===== src/rtl/pe_pkg.sv =====
// Shared types and helpers for the output-stationary MAC processing element.
// sat_add is only referenced when PE_SAT_EN is defined.
package pe_pkg;

  typedef enum logic {
    ACC   = 1'b0,
    FLUSH = 1'b1
  } acc_state_e;

  localparam int unsigned DATA_W_DEF = 16;
  localparam int unsigned ACC_W_DEF  = 40;

  // Fixed working width for the saturating adder; callers extend into it.
  localparam int unsigned   SAT_W   = 64;
  localparam logic [SAT_W:0] SAT_ONE = {{SAT_W{1'b0}}, 1'b1};

  typedef struct packed {
    logic             sat;
    logic [SAT_W-1:0] sum;
  } sat_res_t;

  // a and b arrive sign- or zero-extended from w bits; the sum clamps to the
  // w-bit range and comes back extended the same way.
  function automatic sat_res_t sat_add(input logic [SAT_W-1:0] a,
                                       input logic [SAT_W-1:0] b,
                                       input logic             is_signed,
                                       input int unsigned      w);
    logic [SAT_W:0] full;
    logic [SAT_W:0] hi;
    logic [SAT_W:0] lo;
    sat_res_t       r;
    r.sat = 1'b0;
    lo    = '0;
    if (is_signed) begin
      full = {a[SAT_W-1], a} + {b[SAT_W-1], b};
      hi   = (SAT_ONE << (w - 1)) - SAT_ONE;
      lo   = ~hi;
      if ($signed(full) > $signed(hi)) begin
        r.sat = 1'b1;
        full  = hi;
      end else if ($signed(full) < $signed(lo)) begin
        r.sat = 1'b1;
        full  = lo;
      end
    end else begin
      full = {1'b0, a} + {1'b0, b};
      hi   = (SAT_ONE << w) - SAT_ONE;
      if (full > hi) begin
        r.sat = 1'b1;
        full  = hi;
      end
    end
    r.sum = full[SAT_W-1:0];
    return r;
  endfunction

endpackage


===== src/rtl/pe_os_mac_res_slot.sv =====
// One-entry ready/valid result register shared down the column; the local
// hold buffer wins over the upstream PE whenever both are offering.
module pe_res_slot
  import pe_pkg::*;
#(
  parameter int unsigned ACC_W = ACC_W_DEF
) (
  input  logic             clk,
  input  logic             rst,
  input  logic             loc_valid,
  input  logic [ACC_W-1:0] loc_data,
  output logic             loc_take,
  input  logic             up_valid,
  input  logic [ACC_W-1:0] up_data,
  output logic             up_ready,
  output logic             out_valid,
  output logic [ACC_W-1:0] out_data,
  input  logic             out_ready
);

  logic live;
  logic can_load;

  assign can_load = !out_valid || out_ready;
  assign loc_take = can_load && loc_valid;
  // live keeps up_ready low while in reset and for the first cycle after.
  assign up_ready = live && can_load && !loc_valid;

  always_ff @(posedge clk) begin
    if (rst) begin
      live      <= 1'b0;
      out_valid <= 1'b0;
      out_data  <= '0;
    end else begin
      live <= 1'b1;
      if (can_load) begin
        if (loc_valid) begin
          out_valid <= 1'b1;
          out_data  <= loc_data;
        end else if (up_valid && up_ready) begin
          out_valid <= 1'b1;
          out_data  <= up_data;
        end else begin
          out_valid <= 1'b0;
        end
      end
    end
  end

endmodule


===== src/rtl/pe_os_mac.sv =====
// Output-stationary systolic MAC PE: forwards operands east/south, accumulates
// A*B per tile, drains results down the column. PE_SAT_EN selects saturation.
module pe_os_mac
  import pe_pkg::*;
#(
  parameter int unsigned DATA_W = DATA_W_DEF,
  parameter int unsigned ACC_W  = ACC_W_DEF,
  parameter int unsigned SIGNED = 1
) (
  input  logic              clk,
  input  logic              rst,
  input  logic              in_valid,
  input  logic              in_last,
  input  logic [DATA_W-1:0] in_a,
  input  logic [DATA_W-1:0] in_b,
  output logic              out_valid,
  output logic              out_last,
  output logic [DATA_W-1:0] out_a,
  output logic [DATA_W-1:0] out_b,
  input  logic              res_in_valid,
  input  logic [ACC_W-1:0]  res_in_data,
  output logic              res_in_ready,
  output logic              res_out_valid,
  output logic [ACC_W-1:0]  res_out_data,
  input  logic              res_out_ready,
  output logic              err_ovf
);

  localparam int unsigned PW = 2 * DATA_W;

  acc_state_e       state;
  logic [ACC_W-1:0] acc;
  logic [ACC_W-1:0] acc_base;
  logic [ACC_W-1:0] acc_sum;
  logic [ACC_W-1:0] hold;
  logic [ACC_W-1:0] prod;
  logic [PW-1:0]    a_x;
  logic [PW-1:0]    b_x;
  logic [PW-1:0]    prod_w;
  logic             hold_full;
  logic             hold_take;
  logic             sum_sat;

  always_ff @(posedge clk) begin
    if (rst) begin
      out_valid <= 1'b0;
      out_last  <= 1'b0;
      out_a     <= '0;
      out_b     <= '0;
    end else begin
      out_valid <= in_valid;
      out_last  <= in_last;
      out_a     <= in_a;
      out_b     <= in_b;
    end
  end

  // Low PW bits of the product of extended operands equal the full product.
  assign a_x    = {{DATA_W{(SIGNED != 0) & in_a[DATA_W-1]}}, in_a};
  assign b_x    = {{DATA_W{(SIGNED != 0) & in_b[DATA_W-1]}}, in_b};
  assign prod_w = a_x * b_x;

  if (ACC_W > PW) begin : g_prod_ext
    assign prod = {{(ACC_W - PW){(SIGNED != 0) & prod_w[PW-1]}}, prod_w};
  end else begin : g_prod_eq
    assign prod = prod_w;
  end

  // The first operand after a last starts a fresh tile from zero.
  assign acc_base = (state == FLUSH) ? '0 : acc;

`ifdef PE_SAT_EN
  sat_res_t         sr;
  logic [SAT_W-1:0] acc_x;
  logic [SAT_W-1:0] prod_x;

  assign acc_x   = {{(SAT_W - ACC_W){(SIGNED != 0) & acc_base[ACC_W-1]}}, acc_base};
  assign prod_x  = {{(SAT_W - ACC_W){(SIGNED != 0) & prod[ACC_W-1]}}, prod};
  assign sr      = sat_add(acc_x, prod_x, SIGNED != 0, ACC_W);
  assign acc_sum = ACC_W'(sr.sum);
  assign sum_sat = sr.sat;
`else
  assign acc_sum = acc_base + prod;
  assign sum_sat = 1'b0;
`endif

  always_ff @(posedge clk) begin
    if (rst) begin
      state     <= ACC;
      acc       <= '0;
      hold      <= '0;
      hold_full <= 1'b0;
      err_ovf   <= 1'b0;
    end else begin
      state <= ACC;
      if (in_valid && in_last) begin
        state <= FLUSH;
        acc   <= '0;
        // A hold draining on this edge frees room for the new sum.
        if (!hold_full || hold_take) begin
          hold      <= acc_sum;
          hold_full <= 1'b1;
        end else begin
          err_ovf <= 1'b1;
        end
      end else begin
        if (in_valid) begin
          acc <= acc_sum;
        end
        if (hold_take) begin
          hold_full <= 1'b0;
        end
      end
      if (in_valid && sum_sat) begin
        err_ovf <= 1'b1;
      end
    end
  end

  pe_res_slot #(
    .ACC_W (ACC_W)
  ) u_slot (
    .clk       (clk),
    .rst       (rst),
    .loc_valid (hold_full),
    .loc_data  (hold),
    .loc_take  (hold_take),
    .up_valid  (res_in_valid),
    .up_data   (res_in_data),
    .up_ready  (res_in_ready),
    .out_valid (res_out_valid),
    .out_data  (res_out_data),
    .out_ready (res_out_ready)
  );

endmodule

===== config.mk =====
export PLATFORM = sky130hd
export DESIGN_NAME = pe_os_mac
export DESIGN_NICKNAME = d
export VERILOG_FILES = /design/src/rtl/pe_pkg.sv /design/src/rtl/pe_os_mac_res_slot.sv /design/src/rtl/pe_os_mac.sv
export SDC_FILE = /design/constraint.sdc
export NUM_CORES = 1
export LEC_CHECK = 0
export BUFFER_PORTS_ARGS = -buffer_cell sky130_fd_sc_hd__buf_2
export CORE_ASPECT_RATIO = 0.8
export CORE_MARGIN = 2
export CORE_UTILIZATION = 55
export CTS_CLUSTER_DIAMETER = 80
export DETAILED_ROUTE_END_ITERATION = 12
export MAX_ROUTING_LAYER = met4
export PLACE_DENSITY = 0.83
export SLEW_MARGIN = 20
export SYNTH_ARGS = -nofsm -noshare
export SYNTH_HDL_FRONTEND = slang
export SYNTH_SLANG_ARGS = --single-unit

===== constraint.sdc =====
create_clock -name clk -period 17.8 [get_ports clk]
set_clock_uncertainty 0.2 [all_clocks]
set_input_delay 2.67 -clock clk [delete_from_list [all_inputs] [get_ports clk]]
set_output_delay 2.67 -clock clk [all_outputs]
set_load 0.02 [all_outputs]

# After elaboration in Yosys (flattened, before gate mapping)
# Index checks and enable logic that the tools add are counted.
[totals] register_bits=159 inputBits=78 elab_cells=42
[classes] add_sub_neg=1 mul=1 eq_ne=1 muxes=10 n_bitwise=1 n_reduce_logical=16
[op_table] cell="$mux W40" count=3
[op_table] cell="$add A40 B40 Y40" count=1
[op_table] cell="$mul A16 B16 Y32" count=1
[op_table] cell="$reduce_and A2 Y1" count=4
[op_table] cell="$mux W1" count=7
[op_table] cell="$logic_and A1 B1 Y1" count=5
[op_table] cell="$reduce_bool A2 Y1" count=2
[op_table] cell="$logic_not A1 Y1" count=2
[op_table] cell="$logic_or A1 B1 Y1" count=2
[op_table] cell="$ne A2 B1 Y1 const B" count=1
[op_table] cell="$reduce_or A2 Y1" count=1
[op_table] cell="$not A1 Y1" count=1

# Longest topological paths before layout
# Gate-level depths: netlist of the first run.
[logic_depth] depth_word=7 ltp_mapped=39 ltp_nobuf=37

# Cells and area by module
# From an unflattened synthesis of the first run, not the netlist that was laid out.
[unflattened] cells_unflattened=2031 hier_area_um2=18425.2
[modules_own_cells] module="pe_os_mac" n_inst=1 cells_each=1837 area_per_inst_um2=16283.1 seq_area_each_um2=2342.2
[modules_own_cells] module="pe_res_slot" n_inst=1 cells_each=194 area_per_inst_um2=2142.1 seq_area_each_um2=840.8

# Worst setup path before layout of the first run
# Ideal clock, no wire load.
[synth_timing] path_kind="in2reg" startpoint="input port in_b[9]" endpoint="register hold[36]" setup_time_ns=0.071 arrival_time_ns=10.387 required_time_ns=17.529 setup_slack_ns=7.142 cell_stages=39 n_path_buf=3 path_cell_list="clkbuf_1 -> clkbuf_1 -> nand2_1 -> fa_1 -> inv_1 -> fa_1 -> inv_1 -> fa_1 -> inv_1 -> fa_1 -> fa_1 -> inv_1 -> fa_1 -> inv_1 -> ha_1 -> nand4_1 -> a21oi_1 -> o21ai_1 -> [... 3 more ...] -> o21ai_0 -> a21boi_0 -> nor3_1 -> o21bai_1 -> a21oi_1 -> xnor2_1 -> ha_1 -> clkbuf_1 -> nand2_1 -> nor2_1 -> a221o_1 -> o21ai_0 -> a211oi_2 -> a311o_1 -> a21oi_1 -> xnor2_1 -> nand2_1 -> a21oi_1"
[synth_between] elab_chain_cells=2
[synth_rtl] element="start, declared" line="pe_os_mac.sv:15" text="input logic [DATA_W-1:0] in_b,"
[synth_rtl] element="$mul A16 B16 Y32" line="pe_os_mac.sv:61" text="assign prod_w = a_x * b_x;"
[synth_rtl] element="$add A40 B40 Y40" line="pe_os_mac.sv:83" text="assign acc_sum = acc_base + prod;"
[synth_rtl] element="end signal, assigned" line="pe_os_mac.sv:101" text="hold <= acc_sum;"
[synth_rtl] element="end, declared" line="pe_os_mac.sv:35" text="logic [ACC_W-1:0] hold;"
# Every way passes these cells.
# A chain may end at the register's enable or synchronous reset.

# Worst setup path in the final report of the first run
[layout_timing] startpoint="input port in_b[15]" endpoint="register acc[39]"
[layout_between] elab_chain_cells=2
[layout_rtl] element="$mul A16 B16 Y32" line="pe_os_mac.sv:61"
[layout_rtl] element="$add A40 B40 Y40" line="pe_os_mac.sv:83"
[layout_rtl] element="end signal, assigned" line="pe_os_mac.sv:108" text="acc <= acc_sum;"
[layout_rtl] element="end, declared" line="pe_os_mac.sv:32" text="logic [ACC_W-1:0] acc;"
# Every way passes these cells.

==> results, run 1 <==
- The area of the die is 33800 um^2.
- The largest net degree at the start of global routing is 93.
- The region available for standard cell placement spans 31600 um^2.
- Timing analysis after detailed placement gives a worst setup slack of 6.65 ns.
- The wire length per cell is 16.5 um.
- During I/O placement, the number of pins put on the boundary was 155.
- Once placement finished, the instance area stood at 18800 um^2.
- The total setup violations reported at the end of the flow is 0.
- The remaining design rule violation count is 0.
- TritonCTS built the clock tree.
- In this run the post-CTS setup repair buffer count came out at 0.
- The worst slew margin relative to its limit is 32.3%.
- The worst path needs 10.81 ns of the cycle, external delays included.
- For the pin with the worst max-slew slack, the measured transition is 1.01 ns.
- In this run, CTS created clock tree buffers numbering 17.
- For this block, the routed nets add up to 41400 um of wire.
- The horizontal die dimension is 205 um.
- In this run the remaining antenna-violating nets after routing total 0.
- The clock latency of the later-clocked register in the worst-skew pair is 0.44 ns.
- Clock-pin slew was measured on the worst setup and hold paths at 0.07 ns.
- The fraction of final layout cells sized beyond drive strength 1 is 10.3%.
- The number of antenna violations at the first check in global routing is 0.
- After legalization and detailed placement, the total HPWL measured 32000 um.
- The largest stage delay on the critical path is 0.54 ns.
- The share of the clock period used by the worst path is 60.7%.
- Across the run, the number of max-cap violations was 0.
- The maximum root-to-sink buffer count is 2.
- For this block, the initial DRC count from the detailed router was 857.
- The CTS root buffer is clkbuf_16.
- The run finished with clean final reports.
- After synthesis, the netlist uses 66 different library cells.
- The total of fill cells in the finished design is 2698.
- The most frequently used flop master after synthesis is dfxtp_1.
- The type of element capturing the critical path is a register.
- STA classifies the critical path startpoint as an input pin.
- The number of clock sinks is 159.
- The worst path setup slack after routing is 6.99 ns.
- The number of nets in the final layout is 2546.
- After detailed routing, the number of vias per cell comes to 5.51.
- The final max-slew violation count came to 0.
- Across the whole layout, storage elements account for 3180 um^2.
- Along the worst path, the maximum fanout reaches 14.
- The global route total overflow is 0.
- The via count is 13867.
- The count of endpoints failing hold in the final timing report is 0.
- The achievable clock frequency is 92.5 MHz.
- Once the floorplan was initialized, standard cells occupied 56.2% of the core.
- In the post-synthesis netlist, the biggest area contributors are fa_1, dfxtp_1, ha_1.
- CTS built an H-tree with a depth of 4.
- The via count of the first global-routing pass was 14963.
- Synthesis produced a netlist whose cell count is 1986.
- The area growth from synthesis to layout is 9.14%.
- The y dimension of the die is 165 um.
- The critical path arrival is 10.93 ns.
- The number of iterations in the first detailed-routing pass is 5.
- The number of placement rows is 58.
- The path class of the tightest hold or removal check is reg2reg.
- The Yosys step of the flow raised 0 warnings.
- The synthesized design contains 0 enable-type register cells.
- Port buffering added 154 buffers.
- The worst setup path is of the in2reg kind.
- The setup check on the worst reg-to-reg path leaves a slack of 13.34 ns.
- After synthesis, the largest area contributor takes up 29.6% of total cell area.
- The number of antenna diodes in the final layout is 0.
- At the worst endpoint, the required time is 17.92 ns.
- In the synthesized netlist the async set-or-reset flop fraction comes to 0%.
- The combined area of all synthesized cells is 17800 um^2.
- Gates resized during post-CTS repair numbered 0.
- The slowest stage of the critical path is the fa_1 cell.
- Setup repair after global routing left no endpoint under its margin.
- Global routing used 26.8% of the available tracks.
- The final weighted congestion in routability-driven placement is 0.890.
- Synthesis produced a netlist with a net count of 2450.
- Counting flops and latches in the post-synthesis netlist gives 159.
- The most frequent cell on the critical path is fa_1.
- Summing all multi-input logic gate instances after layout gives 13200 um^2.
- The share of the yosys chip area belonging to registers is 17.9%.
- The post-synthesis average cell area is 8.95 um^2.
- Summing all non-filler instances in the final layout gives an area of 19400 um^2.
- The setup TNS is 0 ns.
- The biggest area contributor in the post-synthesis netlist is fa_1.
- The count of hold buffers inserted by post-cts repair is 0.
- The first global-routing pass estimated 70200 um of wire.
-- stage by stage --
step	util (%)	hold slack (ns)	std cells
2_1_floorplan	-	0.236	1986
3_3_place_gp	59.5	0.247	2482
6_report	61.3	0.259	2515
4_1_cts	61.3	0.260	2514
5_1_grt	61.3	0.284	2515
3_5_place_dp	59.5	0.251	2482
-- critical path, delay by kind of cell --
kind / cells / cell delay, ns
XOR/XNOR: 2 / 0.32
buffers and inverters: 4 / 0.73
AO/OA/AOI/OAI: 13 / 2.76
multiplexers: 1 / 0.23
AND/OR/NAND/NOR: 5 / 0.66
adder cells (fa/ha/maj): 8 / 3.54
-- sequential cells by signal, indices dropped and copies added, names as in the netlist --
signal / cells
hold: 40
acc: 40
u_slot.live: 1
u_slot.out_valid: 1
u_slot.out_data: 40
out_valid: 1
out_b: 16
out_last: 1
hold_full: 1
state: 1
out_a: 16
err_ovf: 1
-- final timing paths --
kind / start / endpoint / cells past startpoint
max: in_b[15] / acc[39] / 33
min: hold[10] / hold[10] / 2
max reg2reg: state / hold[36] / 16
min reg2reg: hold[10] / hold[10] / 2
-- routing by layer --
layer,share of wire [%],track usage (%)
met3,4.7,4.32
met1,41,30.9
met5,0,-
met4,2.8,9.58
met2,52,47.5
-- cells in the final DEF, fill, tap and decap left out, drive strengths merged, types with 5 or more instances in the layout --
cell    instances
inv           307
fa            263
nand2         219
buf           162
dfxtp         159
nor2          136
and2          132
ha            123
a21oi         101
nor2b          84
mux2i          74
a211oi         58
xnor2          55
a21o           35
o21ai          32
clkbuf         20
nand2b         14
o21a           14
xor2           12
nand3           8
nand4           7
o21bai          7
o31a            6
nor3            5
-- cell usage after synthesis (all sizes together), types with 2 or more instances --
cell type  count
a211o          3
a211oi        58
a21boi         3
a21o          35
a21oi        101
a221o          2
a22oi          2
a31o           3
a31oi          4
a41o           3
a41oi          4
and2         132
and3           2
and4           3
buf            4
clkbuf        81
dfxtp        159
fa           263
ha           123
inv          302
maj3           2
mux2i         74
nand2        219
nand2b        14
nand3          8
nand4          7
nor2         136
nor2b         84
nor3           5
nor3b          2
o2111ai        2
o211ai         4
o21a          14
o21ai         32
o21bai         7
o31a           6
or2            3
xnor2         55
xor2          12
-- logic make-up after synthesis --
group | Yosys count | synth area share [%]
flops | 159 | 17.9
buf+inv | 387 | 8.22
simple gates | 616 | 16.8
xor+xnor | 68 | 3.48
fa+ha+maj | 388 | 38.4
mux | 74 | 4.16
compound gates | 294 | 11.1
-- area by class of cell --
class                           instances  share of cell area [%]
Clock buffer                           20                    2.35
Clock inverter                         12                   0.509
Inverter                              302                    5.84
Multi-Input combinational cell       1440                    67.8
Sequential cell                       159                    16.4
Tap cell                              420                    2.71
Timing Repair Buffer                  162                    4.40
Power of run 1 is left out: the tool's default activity adds up to more than one toggle a clock period on the data nets, which glitch-free logic cannot reach.
==> inputs of run 2 (changes only) <==
==> constraint.sdc (replaced) <==
create_clock -name clk -period 11.2 [get_ports clk]
set_clock_uncertainty 0.2 [all_clocks]
set_input_delay 1.68 -clock clk [delete_from_list [all_inputs] [get_ports clk]]
set_output_delay 1.68 -clock clk [all_outputs]
set_load 0.02 [all_outputs]
==> run 2 against run 1 <==
Net effect: first-iteration DRC count down 12%; setup slack worse by 5.6 ns; utilization up 0.11 points; wire length down 0.39%; via count down 0.45%; sequential cell count unchanged; clock-buffer cell count unchanged; sequential share of layout area about the same; critical path type unchanged.
==> results, run 2 (synthesis gave the netlist of run 1 again) <==
- The run finished with clean final reports.
- The clock-pin slew of the registers on the worst-case setup and hold paths was 0.07 ns (about the same).
- The final weighted congestion in routability-driven placement is 0.888 (-0.27%).
- The global route total overflow is 0 (unchanged).
- The number of antenna violations at the first check in global routing is 0 (unchanged).
- The multi-input combinational cell area was 13200 um^2 (unchanged).
- The most critical setup path has its startpoint at in_a[7].
- The critical path arrival was 9.95 ns (-0.98 ns).
- The average vias per placed instance is 5.49 (-0.49%).
- The largest net degree at the start of global routing came to 93 (unchanged).
- The horizontal die dimension is 205 um (unchanged).
- The buffer and inverter count on the worst path is 6 (+2).
- The path category of the worst min-delay check is reg2reg.
- The startpoint of the tightest hold check path is hold[11].
- The final antenna diode count is 0 (unchanged).
- The number of nets in the final layout is 2547 (+0.039%).
- The minimum clock period after layout is 9.79 ns.
- In this design, the largest share of critical-path delay is due to adder cells.
- The number of buffers created by CTS came to 17 (unchanged).
- The total global-route track usage is 26.7% (-0.083 points).
- The largest registers in the layout are acc (40), hold (40), u_slot.out_data (40).
- The actual slew at the worst max-slew pin is 1.03 ns (+0.0199 ns).
- The number of clock sinks was 159 (unchanged).
- Counting stages on the worst path, the most repeated cell is fa_1.
- The number of iterations in the first detailed-routing pass is 5 (unchanged).
- The area of the die came to 33800 um^2 (unchanged).
- The total of fill cells in the finished design was 2602 (-3.6%).
- The maximum root-to-sink buffer count is 2 (unchanged).
- The CTS tree is built.
- The critical path required time was 11.37 ns (-6.55 ns).
- The register area is 3180 um^2 (unchanged).
- The count of endpoints failing hold in the final timing report came to 0 (unchanged).
- The worst slew margin relative to its limit is 31.0% (-1.3 points).
- The count of input and output buffers is 154 (unchanged).
- The growth of design area from synthesis to finish is 9.33%.
- The most common library cell in the layout ignoring fill and taps is inv_1.
- The H-tree depth came to 4 (unchanged).
- Static timing analysis puts the maximum clock frequency at 102 MHz.
- Setup repair after global routing left no endpoint under its margin.
- The total setup violations reported at the end of the flow was 0 (unchanged).
- The largest stage delay on the critical path is 0.55 ns (about the same).
- The launching element type of the critical path is an input pin.
- The post-route antenna net violation count is 0 (unchanged).
- The final routed wirelength across all metal layers was 41300 um (-0.39%).
- The CTS root buffer is clkbuf_16.
- The wire length per cell is 16.4 um (-0.43%).
- The initial core utilization is 56.2% (unchanged).
- The fraction of final layout cells sized beyond drive strength 1 came to 10.4% (+0.043 points).
- The number of top-level pins is 155 (unchanged).
- The critical path is of the in2reg type.
- The y dimension of the die was 165 um (unchanged).
- The worst path uses 87.4% of the clock period.
- The final max-slew violation count is 0 (unchanged).
- STA classifies the critical path endpoint as a register.
- The remaining design rule violation count came to 0 (unchanged).
- The via count is 13804 (-0.45%).
- The number of maximum-capacitance violations is 0 (unchanged).
- The maximum fanout count along the critical path is 17 (+3).
- The startpoint of the worst-slack reg-to-reg timing path is state.
- The number of placement rows is 58 (unchanged).
- In the layout the commonest cells are inv_1, fa_1, nand2_1.
- The count of hold buffers inserted by post-cts repair was 0 (unchanged).
- The core footprint came to 31600 um^2 (unchanged).
- The wire length of the first global-routing pass came to 70000 um (-0.18%).
- The cell type of the slowest stage on the worst timing path is fa_1.
- The setup TNS is 0 ns (unchanged).
- The clock latency of the later-clocked register in the worst-skew pair is 0.46 ns (+0.02 ns).
- The number of cells upsized or downsized after cts is 0 (unchanged).
- The post-CTS setup buffer count came to 0 (unchanged).
- The via count of the first global-routing pass is 14766 (-1.3%).
- The first-iteration detailed-routing DRC count is 757 (-12%).
- The estimated wirelength of the detail-placed design is 31400 um (-2.0%).
[run 2: metrics by stage]
stage	instance area [um^2]	util, %	hold slack, ns	instances	setup slack [ns]
after floorplan	17800	-	0.236	1986	1.53
after global placement	18800	59.5	0.247	2483	1.14
after detailed placement	18800	59.5	0.246	2483	0.971
after CTS	19400	61.4	0.256	2515	1.42
after global routing	19400	61.5	0.277	2516	0.896
final	19400	61.5	0.256	2516	1.41
[run 2: routing by layer]
layer | vias to the layer above | global-route usage, % | share of wire (%)
li1 | 6492 | - | -
met1 | 6804 | 31.9 | 41
met3 | 103 | 3.45 | 5.0
met5 | - | - | 0
met2 | 405 | 46.7 | 51
met4 | 0 | 9.48 | 3.1
[run 2: layout make-up]
| class | instances | area share [%] |
|---|---|---|
| Clock inverter | 12 | 0.644 |
| Multi-Input combinational cell | 1440 | 67.7 |
| Timing Repair Buffer | 163 | 4.43 |
| Inverter | 302 | 5.83 |
| Tap cell | 420 | 2.70 |
| Sequential cell | 159 | 16.4 |
| Clock buffer | 20 | 2.35 |
[run 2: worst paths after layout]
| kind | to | slack (ns) | cells past startpoint |
|---|---|---|---|
| setup reg to reg | hold[36] | 6.70 | 16 |
| setup / recovery | hold[36] | 1.41 | 37 |
| hold reg to reg | hold[11] | 0.26 | 2 |
| hold / removal | hold[11] | 0.26 | 2 |
[run 2: tightest hold or removal path, stage by stage (launching register included)]
cell and delay (ns):
dfxtp_1 0.31, nand2_1 0.05, a21oi_1 0.05
Power of run 2 is left out for the same reason.
